**src/rtl/bp_pkg.sv**
```systemverilog
// Shared branch predictor types: BHT counter encoding, predictor FSM
// states, and the conditional-branch func3 encoding used by the comparator.
package bp_pkg;

    typedef enum logic [1:0] {
        SNT = 2'b00,
        WNT = 2'b01,
        WT  = 2'b10,
        ST  = 2'b11
    } bht_ctr_t;

    typedef enum logic {
        IDLE  = 1'b0,
        FLUSH = 1'b1
    } bp_state_t;

    localparam bht_ctr_t BHT_RESET = WNT;

    typedef enum logic [2:0] {
        BEQ  = 3'b000,
        BNE  = 3'b001,
        BLT  = 3'b100,
        BGE  = 3'b101,
        BLTU = 3'b110,
        BGEU = 3'b111
    } br_func3_t;

endpackage

```
**src/rtl/sat_ctr2.sv**
```systemverilog
// 2-bit saturating counter next-state logic (purely combinational).
// Ports: cur (current counter), taken (resolved outcome), nxt (updated counter).
module sat_ctr2
    import bp_pkg::*;
(
    input  logic [1:0] cur,
    input  logic       taken,
    output logic [1:0] nxt
);

    bht_ctr_t c;
    bht_ctr_t n;

    assign c   = bht_ctr_t'(cur);
    assign nxt = n;

    always_comb begin
        n = c;
        unique case (c)
            SNT: n = taken ? WNT : SNT;
            WNT: n = taken ? WT  : SNT;
            WT:  n = taken ? ST  : WNT;
            ST:  n = taken ? ST  : WT;
        endcase
    end

endmodule

```
**src/rtl/branch_predictor.sv**
```systemverilog
// Bimodal direction predictor with EX-stage training, mispredict redirect
// and multi-cycle flush.
// Ports: clk/rstN; IF lookup (if_valid, if_pc -> pred_taken);
// EX resolve (ex_valid, ex_pc, ex_pred_taken, ex_taken, ex_target);
// redirect_valid/redirect_pc, flush; br_count/mispred_count statistics.
module branch_predictor
    import bp_pkg::*;
#(
    parameter int ENTRIES      = 64,
    parameter int IDX_W        = $clog2(ENTRIES),
    parameter int FLUSH_CYCLES = 2,
    parameter int CNT_W        = 32
) (
    input  logic             clk,
    input  logic             rstN,
    input  logic             if_valid,
    input  logic [31:0]      if_pc,
    output logic             pred_taken,
    input  logic             ex_valid,
    input  logic [31:0]      ex_pc,
    input  logic             ex_pred_taken,
    input  logic             ex_taken,
    input  logic [31:0]      ex_target,
    output logic             redirect_valid,
    output logic [31:0]      redirect_pc,
    output logic             flush,
    output logic [CNT_W-1:0] br_count,
    output logic [CNT_W-1:0] mispred_count
);

    localparam int FC_W = (FLUSH_CYCLES > 1) ? $clog2(FLUSH_CYCLES) : 1;

    logic [1:0]       bht [ENTRIES];
    logic [IDX_W-1:0] if_idx;
    logic [IDX_W-1:0] ex_idx;
    logic [1:0]       upd;

    bp_state_t        state, state_n;
    logic [FC_W-1:0]  fcnt, fcnt_n;
    logic             accept;
    logic             mis;
    logic             unused_pc;

    assign if_idx    = if_pc[IDX_W+1:2];
    assign ex_idx    = ex_pc[IDX_W+1:2];
    assign unused_pc = ^{if_pc[31:IDX_W+2], if_pc[1:0]};

    // Table read returns the pre-update value on a same-index write.
    assign pred_taken = if_valid & bht[if_idx][1];
    assign flush      = (state == FLUSH);

    sat_ctr2 u_ctr (
        .cur   (bht[ex_idx]),
        .taken (ex_taken),
        .nxt   (upd)
    );

    // EX results seen while flushing are wrong-path and are dropped.
    always_comb begin
        state_n = state;
        fcnt_n  = fcnt;
        accept  = 1'b0;
        mis     = 1'b0;
        unique case (state)
            IDLE: begin
                accept = ex_valid;
                mis    = ex_valid && (ex_taken != ex_pred_taken);
                if (mis) begin
                    state_n = FLUSH;
                    fcnt_n  = FC_W'(FLUSH_CYCLES - 1);
                end
            end
            FLUSH: begin
                if (fcnt == '0) begin
                    state_n = IDLE;
                end else begin
                    fcnt_n = fcnt - FC_W'(1);
                end
            end
        endcase
    end

    always_ff @(posedge clk) begin
        if (!rstN) begin
            state <= IDLE;
            fcnt  <= '0;
        end else begin
            state <= state_n;
            fcnt  <= fcnt_n;
        end
    end

    always_ff @(posedge clk) begin
        if (!rstN) begin
            for (int i = 0; i < ENTRIES; i++) begin
                bht[i] <= BHT_RESET;
            end
        end else if (accept) begin
            bht[ex_idx] <= upd;
        end
    end

    always_ff @(posedge clk) begin
        if (!rstN) begin
            redirect_valid <= 1'b0;
            redirect_pc    <= '0;
            br_count       <= '0;
            mispred_count  <= '0;
        end else begin
            redirect_valid <= mis;
            if (mis) begin
                redirect_pc <= ex_taken ? ex_target : ex_pc + 32'd4;
            end
            if (accept && br_count != '1) begin
                br_count <= br_count + CNT_W'(1);
            end
            if (mis && mispred_count != '1) begin
                mispred_count <= mispred_count + CNT_W'(1);
            end
        end
    end

endmodule

```
**config.mk**
```make
export PLATFORM = sky130hd
export DESIGN_NAME = branch_predictor
export DESIGN_NICKNAME = d
export VERILOG_FILES = /design/src/rtl/bp_pkg.sv /design/src/rtl/sat_ctr2.sv /design/src/rtl/branch_predictor.sv
export SDC_FILE = /design/constraint.sdc
export NUM_CORES = 1
export LEC_CHECK = 0
export BUFFER_PORTS_ARGS = -buffer_cell sky130_fd_sc_hd__buf_2
export CAP_MARGIN = 20
export CORE_UTILIZATION = 52
export CTS_CLUSTER_DIAMETER = 30
export DETAILED_ROUTE_END_ITERATION = 12
export PLACE_DENSITY = 0.77
export SKIP_LAST_GASP = 1
export SYNTH_ARGS = -nofsm -noshare
export SYNTH_HDL_FRONTEND = slang
export SYNTH_HIERARCHICAL = 1
export SYNTH_SLANG_ARGS = --single-unit
```
**constraint.sdc**
```tcl
create_clock -name clk -period 3.5 [get_ports clk]
set_input_delay 0.875 -clock clk [delete_from_list [all_inputs] [get_ports clk]]
set_output_delay 0.875 -clock clk [all_outputs]
set_load 0.03 [all_outputs]
```
==> reports/results.tsv <==
stage	metric	value	unit
route	DRT iter0 DRCs	1640	
floorplanning	Core ar.	22800	um2
min_path	Worst Hold Class	flip-flop to flip-flop	
global_routing	GRT busiest layer	met2	
place	hpwl dp	26.6	mm
place	Routability Congestion	0.954	
sta	fin. max-slew vios	0	
power	Lkg Pwr	5.72	nW
global_routing	gr usage total	0.325	
yosys	Post-Syn Area per Cell	9.67	um2
power	VDD IR max	0.416	mV
place	PortBufs	174	
sta	Period Utilization, post-route	0.988	
critical_path	crit path capture type	output port	
critical_path	type of element launching the critical path	input pin	
route	Routed Antenna Nets	0	
floorplanning	Die Area	24100	um2
cells_and_area	Filler Cell Count	1735	
critical_path	Worst EP arrival	2580	ps
cells_and_area	multi-input gate area in the final layout	5920	um2
power	Sw Share	0.248	
yosys	largest area contributor in the netlist	edfxtp_1	
critical_path	crit path max fanout	5	
floorplanning	Rows	55	
cells_and_area	share of layout cells above drive strength 1	0.303	
route	# DRC	0	
clock_tree	clock-pin slew on the worst setup and hold paths	50	ps
global_routing	initial antenna violation count	1	
cells_and_area	storage element area	5830	um2
floorplanning	Die W	155	um
power	Comb pwr share	0.094	
yosys	most frequent cell after synthesis	nand2_1	
sta	normalized max-slew margin	0.371	
yosys	Most used DFF post-synth	edfxtp_1	
power	total power	8.24	mW
job	number of max-cap violations	0	
power	P_sw	2.04	mW
sta	RSZ-0062 raised after global routing	no	
clock_tree	root buffer cell	clkbuf_16	
floorplanning	starting density of the core	0.535	
cells_and_area	Final Util	0.684	
critical_path	Crit path required time	2620	ps
clock_tree	Setup Buffers After CTS	0	
critical_path	crit path kind	input pin to output port	
power	P per Cell Area	528	nW/um2
min_path	Hold EP	redirect_pc[6]	
route	DR vias/cell	6.35	
critical_path	Worst Reg-to-Reg Cells	7	
yosys	Synth Instances	1263	
sta	worst clock skew	19.5	ps
cells_and_area	Finished Layout Cells	1855	
yosys	synthesized flop and latch total	227	
clock_tree	Longest Clk Path Bufs	3	
sta	fmax	0.289	GHz
route	first-pass detailed-route iteration total	7	
yosys	yosys warns	6	
sta	Setup violations, final	0	
power	sequential share of power	0.354	
yosys	register area share after synthesis	0.477	
yosys	top area cells in the synthesized netlist	edfxtp_1, dfxtp_1, nand2_1, o21ai_0, mux4_2	
critical_path	CP Launch Point	if_pc[2]	
global_routing	met2 Usage GRT	0.533	
min_path	hold_sp	redirect_pc[6]	
power	clock power share	0.552	
clock_tree	Inserted Clock Buffers	45	
clock_tree	cts hold-fix bufs	0	
global_routing	vias in the first global route	11276	
floorplanning	I/O pin count	201	
floorplanning	chip height	155	um
place	Placed Cells	1770	
min_path	Hold Crit Depth	2	
yosys	top cells by count, synth	nand2_1, edfxtp_1, o21ai_0, nor2_1, dfxtp_1	
clock_tree	Clock Latency Late Sink	530	ps
global_routing	met1 GRT Util	0.418	
clock_tree	CTS sink count	227	
clock_tree	CTS tree	yes	
yosys	Post-Synthesis Cell Area	12200	um2
global_routing	M3 GR Usage	0.0546	
yosys	ys async rst share	0	
sta	Worst-Margin Slew	944	ps
yosys	top cell type's share of synthesized area	0.315	
route	drt total wl	38.9	mm
sta	final hold violation count	0	
yosys	post-synthesis net count	1368	
cells_and_area	nets@finish	1609	
global_routing	largest net degree at the start of global routing	84	
outcome	status	finished clean	
critical_path	Reg-to-Reg Start	bht[61][1]	
yosys	EDFF count, synth	128	
cells_and_area	Area Growth Syn to Fin	27.9	%
route	wire per inst	21.0	um
global_routing	Overflow after GRT	0	
clock_tree	# H-tree levels	2	
power	Internal	6.20	mW
critical_path	flop-to-flop setup slack	410	ps
yosys	Synth cell types	80	
global_routing	global-route wire length before repair	60.8	mm
critical_path	reg2reg end	bht[18][0]	
route	DR vias	11772	
sta	Tmin final	3460	ps
## placed cells by master, fill, tap and decap left out, types with 23 or more instances in the layout
cell type	n
mux2i_1	25
mux4_2	23
xnor2_1	23
and3_1	25
or3_1	35
buf_4	113
nand2_1	147
nor2_1	95
nand4_1	30
nand3_1	52
buf_2	173
o21ai_0	108
clkbuf_16	45
dfxtp_1	99
edfxtp_1	128
a21oi_1	72
## area by class of cell
cell class,instances,share of cell area
multi-input combinational,922,0.379
sequential,227,0.373
timing repair buffer,290,0.115
clock buffer,55,0.0777
clock inverter,29,0.0260
tap,313,0.0251
inverter,18,0.00432
antenna,1,0.000160
## logic make-up after synthesis
kind of cell    Yosys count  synth area share
fa+ha+maj                 5           0.00492
flops                   227             0.477
xor+xnor                 29            0.0208
mux                      63            0.0770
compound gates          309             0.160
simple gates            516             0.218
buf+inv                 114            0.0425
## critical path, stage by stage
cell and delay [ps]:
buf_2 200, mux4_2 540, nor2b_1 150, a211o_1 300, a21oi_1 230, o31ai_2 100
buf_2 190
## metal layers
layer	wire length [um]	part of all wire
met3	4070	0.10
met4	2080	0.053
met1	14500	0.37
met5	0	0
met2	18300	0.47
## per-stage QoR
step	area (um2)	setup WS, ps	hold slack [ps]	setup TNS, ps
2_1_floorplan	12300	8.74	436	0
3_3_place_gp	14000	-508	437	-50770
3_5_place_dp	14000	-539	444	-52820
4_1_cts	15600	55.9	451	0
5_1_grt	15600	14.0	470	0
6_report	15600	43.5	452	0
## power by group through the flow
stage / registers, mW / clock network, mW / logic, mW
after floorplan: 3.01 / 0 / 0.397
after global placement: 2.96 / 0 / 0.730
after detailed placement: 2.97 / 0 / 0.746
after CTS: 2.92 / 4.58 / 0.756
after global routing: 2.92 / 4.72 / 0.817
final: 2.92 / 4.55 / 0.777
## repair_timing
action	4_1_cts	5_1_grt
resized for setup	1	2
setup endpoints to repair	4	11
gates cloned	0	0
## sequential cells by signal (all words and copies together), names as in the netlist
signal and count:
flush 1, br_count 32, fcnt 1, mispred_count 32, bht 128, redirect_pc 32
redirect_valid 1
## worst max path at each step
stage | endpoint | cells past startpoint
2_1_floorplan | bht[19][0] | 9
3_3_place_gp | bht[26][0] | 9
3_5_place_dp | bht[27][0] | 9
4_1_cts | pred_taken | 7
5_1_grt | pred_taken | 7
6_report | pred_taken | 7
(Power assumes the default switching activity.)
